`src/rtl/coin_block_trigger.sv`:
```
// Question-block head-bump detector: scans a fixed block table once per upward frame,
// launches the coin animator on a hit, and tracks used blocks plus the coin tally.
module coin_block_trigger #(
  parameter int NUM_BLOCKS     = 8,
  parameter int BLOCK_SIZE     = 16,
  parameter int MARIO_W        = 16,
  parameter int POP_HEIGHT     = 32,
  parameter int TIMEOUT_FRAMES = 128
) (
  input  logic                  clk_pixel,
  input  logic                  sys_rst_n,
  input  logic                  new_frame,
  input  logic [12:0]           mario_x,
  input  logic [9:0]            mario_y,
  input  logic                  mario_up,
  input  logic                  level_reset,
  input  logic                  coin_up,
  input  logic [9:0]            coin_y,
  output logic                  coin_effect,
  output logic                  coin_rst,
  output logic [12:0]           x_start,
  output logic [9:0]            y_start,
  output logic [9:0]            y_end,
  output logic [NUM_BLOCKS-1:0] block_used,
  output logic [6:0]            coin_count,
  output logic                  coin_collected,
  output logic                  extra_life
);

  localparam int IW = (NUM_BLOCKS > 1) ? $clog2(NUM_BLOCKS) : 1;
  localparam int TW = $clog2(TIMEOUT_FRAMES + 1);

  typedef enum logic [2:0] {
    IDLE   = 3'd0,
    SCAN   = 3'd1,
    LOAD   = 3'd2,
    ACTIVE = 3'd3,
    FINISH = 3'd4
  } state_t;

  state_t          state_r;
  logic [IW-1:0]   idx_r;
  logic [TW-1:0]   timer_r;

  logic [12:0]     bx_s;
  logic [9:0]      by_s;
  logic [13:0]     mx_s;
  logic [13:0]     my_s;
  logic [13:0]     bx14_s;
  logic [13:0]     by14_s;
  logic            hit_s;
  logic            done_s;

  function automatic logic [12:0] blk_x(input logic [IW-1:0] i);
    logic [12:0] v;
    case (i)
      IW'(0):  v = 13'd384;
      IW'(1):  v = 13'd352;
      IW'(2):  v = 13'd1248;
      IW'(3):  v = 13'd1504;
      IW'(4):  v = 13'd1504;
      IW'(5):  v = 13'd1616;
      IW'(6):  v = 13'd1744;
      IW'(7):  v = 13'd1872;
      default: v = 13'd0;
    endcase
    return v;
  endfunction

  function automatic logic [9:0] blk_y(input logic [IW-1:0] i);
    logic [9:0] v;
    case (i)
      IW'(0):  v = 10'd160;
      IW'(1):  v = 10'd96;
      IW'(2):  v = 10'd160;
      IW'(3):  v = 10'd160;
      IW'(4):  v = 10'd96;
      IW'(5):  v = 10'd160;
      IW'(6):  v = 10'd96;
      IW'(7):  v = 10'd160;
      default: v = 10'd0;
    endcase
    return v;
  endfunction

  // Hit test for the block under the scan index; widened to 14 bits so sums never wrap.
  always_comb begin
    bx_s   = blk_x(idx_r);
    by_s   = blk_y(idx_r);
    mx_s   = {1'b0, mario_x};
    my_s   = {4'b0000, mario_y};
    bx14_s = {1'b0, bx_s};
    by14_s = {4'b0000, by_s};
    hit_s  = (mx_s + 14'(MARIO_W) > bx14_s)
          && (mx_s < bx14_s + 14'(BLOCK_SIZE))
          && (my_s >= by14_s)
          && (my_s < by14_s + 14'(BLOCK_SIZE))
          && !block_used[idx_r];
  end

  // End of effect: coin back at its start height on the way up, or the frame timeout.
  always_comb begin
    done_s = (coin_up && (coin_y == y_start)) || (timer_r == TW'(TIMEOUT_FRAMES));
  end

  // Control FSM with all outputs registered.
  always_ff @(posedge clk_pixel or negedge sys_rst_n) begin
    if (!sys_rst_n) begin
      state_r        <= IDLE;
      idx_r          <= '0;
      timer_r        <= '0;
      coin_effect    <= 1'b0;
      coin_rst       <= 1'b0;
      x_start        <= 13'd0;
      y_start        <= 10'd0;
      y_end          <= 10'd0;
      block_used     <= '0;
      coin_count     <= 7'd0;
      coin_collected <= 1'b0;
      extra_life     <= 1'b0;
    end else begin
      coin_rst       <= 1'b0;
      coin_collected <= 1'b0;
      extra_life     <= 1'b0;
      case (state_r)
        IDLE: begin
          if (new_frame && mario_up) begin
            state_r <= SCAN;
            idx_r   <= '0;
          end
        end
        SCAN: begin
          if (hit_s) begin
            x_start  <= bx_s;
            y_start  <= by_s - 10'(BLOCK_SIZE);
            y_end    <= by_s - 10'(BLOCK_SIZE) - 10'(POP_HEIGHT);
            coin_rst <= 1'b1;
            state_r  <= LOAD;
          end else if (idx_r == IW'(NUM_BLOCKS - 1)) begin
            state_r <= IDLE;
          end else begin
            idx_r <= idx_r + IW'(1);
          end
        end
        LOAD: begin
          timer_r     <= '0;
          coin_effect <= 1'b1;
          state_r     <= ACTIVE;
        end
        ACTIVE: begin
          if (done_s) begin
            coin_effect    <= 1'b0;
            coin_collected <= 1'b1;
            if (coin_count == 7'd99) begin
              coin_count <= 7'd0;
              extra_life <= 1'b1;
            end else begin
              coin_count <= coin_count + 7'd1;
            end
            state_r <= FINISH;
          end else if (new_frame) begin
            timer_r <= timer_r + TW'(1);
          end
        end
        FINISH: begin
          state_r <= IDLE;
        end
        default: begin
          coin_effect <= 1'b0;
          state_r     <= IDLE;
        end
      endcase
      // A level clear overrides the bit LOAD would set in the same cycle.
      if (level_reset) begin
        block_used <= '0;
      end else if (state_r == LOAD) begin
        block_used[idx_r] <= 1'b1;
      end
    end
  end

endmodule

```
`config.mk`:
```
export PLATFORM = sky130hd
export DESIGN_NAME = coin_block_trigger
export DESIGN_NICKNAME = d
export VERILOG_FILES = /design/src/rtl/coin_block_trigger.sv
export SDC_FILE = /design/constraint.sdc
export NUM_CORES = 1
export LEC_CHECK = 0
export CORE_MARGIN = 4
export CORE_UTILIZATION = 31
export CTS_CLUSTER_SIZE = 16
export DETAILED_ROUTE_END_ITERATION = 7
export HOLD_SLACK_MARGIN = 0.15
export SYNTH_ARGS = -nofsm -noshare
export SYNTH_HDL_FRONTEND = slang
export SYNTH_SLANG_ARGS = --single-unit
```
`constraint.sdc`:
```
create_clock -name clk_pixel -period 4.4 [get_ports clk_pixel]
set_input_delay 0.88 -clock clk_pixel [delete_from_list [all_inputs] [get_ports clk_pixel]]
set_output_delay 0.88 -clock clk_pixel [all_outputs]
set_load 0.02 [all_outputs]
```
# Yosys cells after proc, flatten, opt, wreduce, memory -nomap -nowiden
# Memories as Yosys holds them, arrays and structs flattened.
# Cells that the tools add are included.
dict set report totals {
  ramBits 0
  ff_bits 66
  memories 2
  romBits 72
  input_bits 39
  latchBits 0
  output_inout_bits 52
}
# name words word_bits read_ports rd_ports_with_merged_regs wr line
set mem_list {}
lappend mem_list {{(no name shown)} 8 7 1 0 0 56} ;# case (i)
lappend mem_list {{(no name shown)} 8 2 1 0 0 72} ;# case (i)
dict set report classes {
  reduce_logical 20
  n_mux 28
  n_eq_ne 15
  div_mod_pow 0
  mul 0
  n_lt_le_gt_ge 6
  add_sub_neg 8
  bitwise 2
  n_shift 0
}
# op count
set op_table {}
lappend op_table {{$mux 8} 4}
lappend op_table {{$add 13x5->14 const B} 2}
lappend op_table {{$mux 3} 7}
lappend op_table {{$pmux 8 s2} 1}
lappend op_table {{$gt 14x13->1} 1}
lappend op_table {{$lt 13x14->1} 1}
lappend op_table {{$ne 2x2->1 const B} 6}
lappend op_table {{$pmux 3 s4} 1}
lappend op_table {{$add 10x5->11 const B} 1}
lappend op_table {{$lt 10x11->1} 1}
lappend op_table {{$eq 10x10->1} 1}
lappend op_table {{$ge 10x10->1} 1}
lappend op_table {{$mux 1} 10}
lappend op_table {{$sub 10x5->10 const B} 1}
lappend op_table {{$sub 10x6->10 const B} 1}
lappend op_table {{$add 8x1->8 const B} 1}
lappend op_table {{$eq 8x8->1 const B} 1}
lappend op_table {{$or 8x8->8} 1}
lappend op_table {{$add 7x1->7 const B} 1}
lappend op_table {{$eq 7x7->1 const B} 1}
lappend op_table {{$logic_and 1x1->1} 7}
lappend op_table {{$mux 7} 1}
lappend op_table {{$eq 3x2->1 const B} 2}
lappend op_table {{$eq 3x3->1 const B} 2}
lappend op_table {{18 further kinds} 23}

# Logic depth before layout (Yosys ltp)
# Gate-level depths: netlist of the first run.
# An unclocked memory read counts as a cell.
dict set report logic_depth {
  word_depth 9
  ltp_mapped 15
  depth_no_buf 14
}

# Worst setup path after synthesis of the first run
# Ideal clock, no wire load.
dict set report synth_timing {
  kind {reg-to-reg}
  from {register idx_r[0]}
  to {register x_start[9]}
  period_less_slack_ns 3.732
  required_ns 4.275
  path_stages_with_launch 14
  t_arrival_ns 3.607
  n_path_buf 2
  setup_slack_ns 0.668
  path_cell_list {dfrtp_1 -> buf_4 -> clkinv_1 -> ha_1 -> nor2_1 -> ha_1 -> nand3_1 -> ha_1 -> a211oi_1 -> nand4b_1 -> or4_4 -> a2111oi_4 -> buf_6 -> mux2_4}
}
dict set report synth_between {
  elab_chain_len 8
}
# item line
set synth_rtl {}
lappend synth_rtl {{start: declaration} 42} ;# logic [IW-1:0] idx_r;
lappend synth_rtl {{start signal: assignment} 142} ;# idx_r <= idx_r + IW'(1);
lappend synth_rtl {{$mem_v2 8x7 (*)} n/a}
lappend synth_rtl {{net bx_s[4]} 45} ;# logic [12:0] bx_s;
lappend synth_rtl {{$add 13x5->14} 95} ;# && (mx_s < bx14_s + 14'(BLOCK_SIZE))
lappend synth_rtl {{$lt 13x14->1} 95}
lappend synth_rtl {{$logic_and 1x1->1 (*)} 95}
lappend synth_rtl {{$logic_and 1x1->1 (*)} 96} ;# && (my_s >= by14_s)
lappend synth_rtl {{$logic_and 1x1->1 (*)} 97} ;# && (my_s < by14_s + 14'(BLOCK_SIZE))
lappend synth_rtl {{$logic_and 1x1->1 (*)} 98} ;# && !block_used[idx_r];
lappend synth_rtl {{$reduce_and 2->1 (no line) (*)} n/a}
lappend synth_rtl {{end signal: assignment} 134} ;# x_start <= bx_s;
lappend synth_rtl {{end: declaration} 21} ;# output logic [12:0] x_start,
# The timed path passes the listed nets; every way through them passes the cells marked *. The select of a mux whose other input is x is not followed.
# A chain may end at the register's enable or synchronous reset.

# Worst setup path after layout of the first run
dict set report layout_timing {
  from {input port mario_x[4]}
  to {register y_end[8]}
}
dict set report layout_between {
  elab_chain_len 7
}
# item line
set layout_rtl {}
lappend layout_rtl {{start: declaration} 13} ;# input logic [12:0] mario_x,
lappend layout_rtl {{$add 13x5->14} 94} ;# hit_s = (mx_s + 14'(MARIO_W) > bx14_s)
lappend layout_rtl {{$gt 14x13->1} 94}
lappend layout_rtl {{$logic_and 1x1->1 (*)} 95}
lappend layout_rtl {{$logic_and 1x1->1 (*)} 96}
lappend layout_rtl {{$logic_and 1x1->1 (*)} 97}
lappend layout_rtl {{$logic_and 1x1->1 (*)} 98}
lappend layout_rtl {{$reduce_and 2->1 (no line) (*)} n/a}
lappend layout_rtl {{end signal: assignment} 136} ;# y_end <= by_s - 10'(BLOCK_SIZE) - 10'(POP_HEIGHT);
lappend layout_rtl {{end: declaration} 23} ;# output logic [9:0] y_end,
# Mark *: on every way between the ends. The rest lies on a longest branch, timed or not.

==> results of run 1 <==
## metal layers
layer	track usage	part of all wire	routed length (microns)
met5	0	0	0
met4	0.0303	0.0082	65
met3	0.0305	0.058	459
met2	0.219	0.47	3730
met1	0.190	0.46	3670
## how the worst min path moves through the flow
stage | to | slack, ps
after floorplan | timer_r[1] | 490
after global placement | y_end[6] | 500
after detailed placement | y_end[6] | 500
after CTS | y_end[6] | 530
after global routing | x_start[6] | 540
final | y_end[6] | 520
## area by class of cell
class                      count  area share
timing repair buffer          75       0.182
clock buffer                   5      0.0169
inverter                      23      0.0212
tap                          133      0.0409
sequential                    45       0.276
clock inverter                 3      0.0123
multi-input combinational    263       0.450
## registers in the layout, summed over array words and instances (netlist names)
register,count
coin_count,7
coin_effect,1
state_r,3
coin_rst,1
coin_collected,1
block_used,8
y_start,3
timer_r,8
x_start,6
extra_life,1
idx_r,3
y_end,3
## logic make-up after synthesis
logic type | after synthesis | share of synthesized area
XOR/XNOR | 18 | 0.0491
AO/OA/AOI/OAI | 61 | 0.129
multiplexers | 21 | 0.0722
flip-flops | 45 | 0.351
AND/OR/NAND/NOR | 118 | 0.191
adder cells (fa/ha/maj) | 28 | 0.109
buffers and inverters | 56 | 0.0967
other | 1 | 0.00117
## through the flow
stage	area, sq um	instances	worst slack (ps)	utilization
floorplan	3270	364	668	-
global placement	3950	539	435	0.399
detailed placement	3950	539	389	0.399
CTS	4070	547	696	0.411
global route	4070	547	482	0.411
finish	4070	547	703	0.411
## cell usage after synthesis, drive strengths merged, types with 4 or more instances
master / n
a21oi: 20
a211oi: 4
nand3: 10
nand4: 9
xnor2: 15
ha: 28
dfrtp: 45
nor2: 32
nand2: 25
buf: 27
nor3: 6
o21ai: 10
and2: 4
clkbuf: 6
mux2: 11
nand2b: 4
inv: 22
nor2b: 4
mux2i: 10
## power by group through the flow
stage | combinational (mW) | sequential (mW) | clock, mW
6_report | 0.969 | 0.599 | 0.335
5_1_grt | 1.10 | 0.616 | 0.361
3_3_place_gp | 0.939 | 0.604 | 0
2_1_floorplan | 0.708 | 0.578 | 0
3_5_place_dp | 0.973 | 0.603 | 0
4_1_cts | 0.975 | 0.598 | 0.343
==> results.cfg, run 1 <==
[cts]
clk_pin_slew_worst_paths_ps = 100
cts_root_buf = clkbuf_8
clkSinkCount = 45
clock_latency_ps = 310
cts_setup_buffers = 0
clockBufferDepth = 2
cts_htree_levels = 2
cts_resized = 0
cts_tree = done
hold_buffers = 0
cts-buffers-inserted = 5

[status]
status = finished, final reports clean

[grt]
grt_overflow = 0
grt_pass1_wl_microns = 13200
grt_max_degree = 46
grt_antenna_before_repair = 0
grt_pass1_vias = 2674
grt_usage = 0.137

[synthesis]
syn-instance-count = 348
syn_area_sq_mm = 0.00321
synth_top_cell_area_share = 0.351
yosysWarningCount = 0
ys_ff_latch = 45
synth_edf_count = 0
ys_top_cells_by_area = dfrtp_1, ha_1, buf_4
syn_area_per_cell_sq_um = 9.22
async_flop_share = 1.00
synth_top_area_cell = dfrtp_1
synth_ff_type = dfrtp_1
seq_area_frac_synth = 0.351
yosys.cell_types.count = 58

[worst_setup_path]
path_buf_inv = 2
cp-end-kind = flop
worst-setup-path-type = primary input to flop
timing.rr.start = idx_r[1]
worstPathCellList = clkdlybuf4s50_1 -> ha_1 -> nand2_1 -> xnor2_1 -> ha_1 -> nand4_1 -> a221oi_1 -> o221ai_1 -> a2111oi_4 -> buf_12 -> mux2_2
r2r_slack_ps = 720
cp-start-kind = primary input
path_depth = 11
cpMostUsedCell = ha_1
crit_arrival_ps = 3900
crit_end = y_end[8]
path_delay_family = compound AO/OA/AOI/OAI gates
crit_path_start = mario_x[4]
critical_path.slowest_cell = clkdlybuf4s50_1
r2r.worst_path.cells = 12
required_ps = 4600
slowest_delay_ps = 560
reg2reg_to = y_end[8]
path_max_fanout = 12

[routing]
drtIter0Drc = 115
via_count = 2693
dr.pass1.iters = 4
routed_wl_microns = 7930
ant_nets = 0
vias_per_cell = 4.92
drc = 0
post_drt_wl_per_cell_microns = 14.5

[power]
p_sw_mw = 0.812
p_seq_frac = 0.315
comb_power_share = 0.509
p_leak_nw = 1.75
switching_share = 0.427
ir_drop_uv = 183
power_density_mw_per_mm2 = 467
internal_power_mw = 1.09
clock_power_share = 0.176
total_power_mw = 1.90

[timing]
rsz0062_at_grt = false
hold_ws_ps = 523
hold_viol = 0
slew-limit-headroom = 0.315
finalSetupViolations = 0
worst_pin_slew_ps = 1030
fin_tns_setup_ps = 0
drv_slew = 0
finClkSkew_ps = 9.53
fin_crit_ps = 3700
timing.fmax_ghz = 0.270
fin_crit_sh = 0.840

[hold_path]
min_path_cells = 1
worst_hold_startpoint = y_end[6]
hold_class = flop to flop

[finish]
regArea_sq_mm = 0.00113
final_cell_mix = clkdlybuf4s50_1, dfrtp_1, nor2_1
nets = 480
final_common_cell = clkdlybuf4s50_1
drive_gt1_frac = 0.0821
n_antenna_cell = 0
layout-area-overhead-vs-synth_pct = 27.0
fillers = 1002
multi_input_area_sq_mm = 0.00183

[placement]
gp_congestion = 0.817
dp_hpwl_microns = 6180
io_buffer_count = 69

[floorplanning]
start_util = 0.324
die-area_sq_mm = 0.0120
die_h_microns = 110
fp-row-count = 36
core_sq_mm = 0.00991
boundaryPins = 91
die_x_microns = 110

[run]
drv_cap = 0
Note: power is estimated with default switching activity, not from simulation.
==> run 2, diff against run 1 <==
==> constraint.sdc (replaced) <==
create_clock -name clk_pixel -period 3.2 [get_ports clk_pixel]
set_input_delay 0.64 -clock clk_pixel [delete_from_list [all_inputs] [get_ports clk_pixel]]
set_output_delay 0.64 -clock clk_pixel [all_outputs]
set_load 0.02 [all_outputs]
==> run 2 against run 1 <==
The run now ends with negative setup slack left. Sequential power is 37% higher. Worst hold slack better by 1.6 ps. Die area stayed put. Register-to-register slack worse by 730 ps. Count of clock-buffer cells in the layout is 2 higher. Routed wire length is 6.7% higher. Total power is 60% higher. First-iteration DRC count is 14% lower.
==> results.cfg, run 2 (same netlist as run 1, synthesis figures left out) <==
[status]
status = finished, violations left
violations = negative setup slack

[grt]
grt_pass1_vias = 2937
grt_antenna_before_repair = 0
grt_pass1_wl_microns = 14100
grt_overflow = 0
grt_max_degree = 46
grt_usage = 0.145

[timing]
finClkSkew_ps = 13.3
slew-limit-headroom = 0.327
rsz0062_at_grt = true
finalWorstSetupSlack_ps = -6.45
fin_crit_sh = 1.00
timing.fmax_ghz = 0.312
finalSetupViolations = 1
fin_crit_ps = 3210
hold_viol = 0
drv_slew = 0
worst_pin_slew_ps = 1010

[cts]
cts_root_buf = clkbuf_8
clk_pin_slew_worst_paths_ps = 90
cts_htree_levels = 2
clkSinkCount = 45
cts-buffers-inserted = 5
cts_tree = done
clockBufferDepth = 2
clock_latency_ps = 290
hold_buffers = 0

[routing]
dr.pass1.iters = 4
vias_per_cell = 4.82
routed_wl_microns = 8460
drc = 0
ant_nets = 0
post_drt_wl_per_cell_microns = 14.2
drtIter0Drc = 99
via_count = 2870

[finish]
nets = 528
final_common_cell = clkdlybuf4s50_1
final_cell_mix = clkdlybuf4s50_1, buf_4, dfrtp_1
final_util = 0.463
layout-area-overhead-vs-synth_pct = 43.0
top_regs = block_used x8, timer_r x8, coin_count x7
fillers = 978
n_antenna_cell = 0
drive_gt1_frac = 0.225

[worst_setup_path]
crit_arrival_ps = 3390
required_ps = 3380
r2r_slack_ps = -6
worst-setup-path-type = flop to flop
cp-end-kind = flop
cp-start-kind = flop
timing.rr.start = idx_r[0]
reg2reg_to = x_start[6]
r2r.worst_path.cells = 12
path_max_fanout = 5

[floorplanning]
die-area_sq_mm = 0.0120
start_util = 0.324
core_sq_mm = 0.00991
boundaryPins = 91
fp-row-count = 36
die_x_microns = 110
die_h_microns = 110

[placement]
dp_hpwl_microns = 6530
place_worst_setup_slack_ps = -496
io_buffer_count = 69
gp_congestion = 0.801

[power]
p_leak_nw = 2.01
ir_drop_uv = 292
power_density_mw_per_mm2 = 666
total_power_mw = 3.05

[hold_path]
hold_class = primary input to async pin

[run]
drv_cap = 0
[run 2: cell type report]
class / instances / area (sq um) / area share
multi-input cells: 263 / 2000 / 0.436
flip-flops and latches: 45 / 1130 / 0.246
repair buffers: 123 / 1110 / 0.242
well taps: 133 / 166 / 0.0363
inverters: 23 / 101 / 0.0221
clock buffers: 7 / 76.3 / 0.0166
clock inverters: 1 / 7.51 / 0.00164
[run 2: where the power goes]
part | leakage, nW | internal [mW] | switching, mW | total (mW)
logic | 1.42 | 0.958 | 0.934 | 1.89
clock network | 0.0385 | 0.155 | 0.188 | 0.343
registers | 0.552 | 0.676 | 0.142 | 0.819
total | 2.01 | 1.79 | 1.26 | 3.05
[run 2: metrics by stage]
stage	std cells	TNS (ps)	area [sq um]	hold slack, ps
after floorplan	364	-257	3350	344
after global placement	577	-5390	4300	511
after detailed placement	577	-6280	4300	522
after CTS	591	0	4480	541
after global routing	595	-1330	4590	566
final	595	-6.45	4590	525
[run 2: per-layer routing]
metal | global-route usage | vias up | part of all wire
met5 | 0 | - | 0
met2 | 0.259 | 78 | 0.50
met1 | 0.181 | 1369 | 0.43
met4 | 0.0329 | 0 | 0.011
met3 | 0.0270 | 9 | 0.054
li1 | - | 1414 | -
[run 2: worst max path at each step]
stage,cells past startpoint,endpoint,slack (ps),from
floorplan,13,x_start[9],-150,idx_r[0]
global placement,11,y_end[6],-440,mario_x[4]
detailed placement,11,y_end[8],-500,mario_x[4]
CTS,12,x_start[6],4,idx_r[0]
global route,12,x_start[6],-160,idx_r[0]
finish,12,x_start[6],-6,idx_r[0]
[run 2: worst max-delay path, cell delays in order, from the launching register on]
cell and delay, ps:
dfrtp_2 460, clkinv_8 90, ha_4 220, mux2_4 280
nor2_4 120, nand3_2 90, ha_4 260, a211oi_2 160
nand4b_1 160, or4_4 470, a2111oi_4 260, buf_4 200
mux2_2 330
[run 2: repair_timing]
action,4_1_cts,5_1_grt
setup buffers,6,4
gates cloned,0,0
resized for setup,15,15
pin swaps,6,7
endpoints found under the setup margin,18,18
==> run 3, diff against run 2 <==
--- a/config.mk
+++ b/config.mk
@@ -5,6 +5,7 @@
 export SDC_FILE = /design/constraint.sdc
 export NUM_CORES = 1
 export LEC_CHECK = 0
+export ABC_CLOCK_PERIOD_IN_PS = 3200
 export CORE_MARGIN = 4
 export CORE_UTILIZATION = 31
 export CTS_CLUSTER_SIZE = 16
==> results of run 3 <==
Final layout, timing and power as in run 2 (identical DEF).
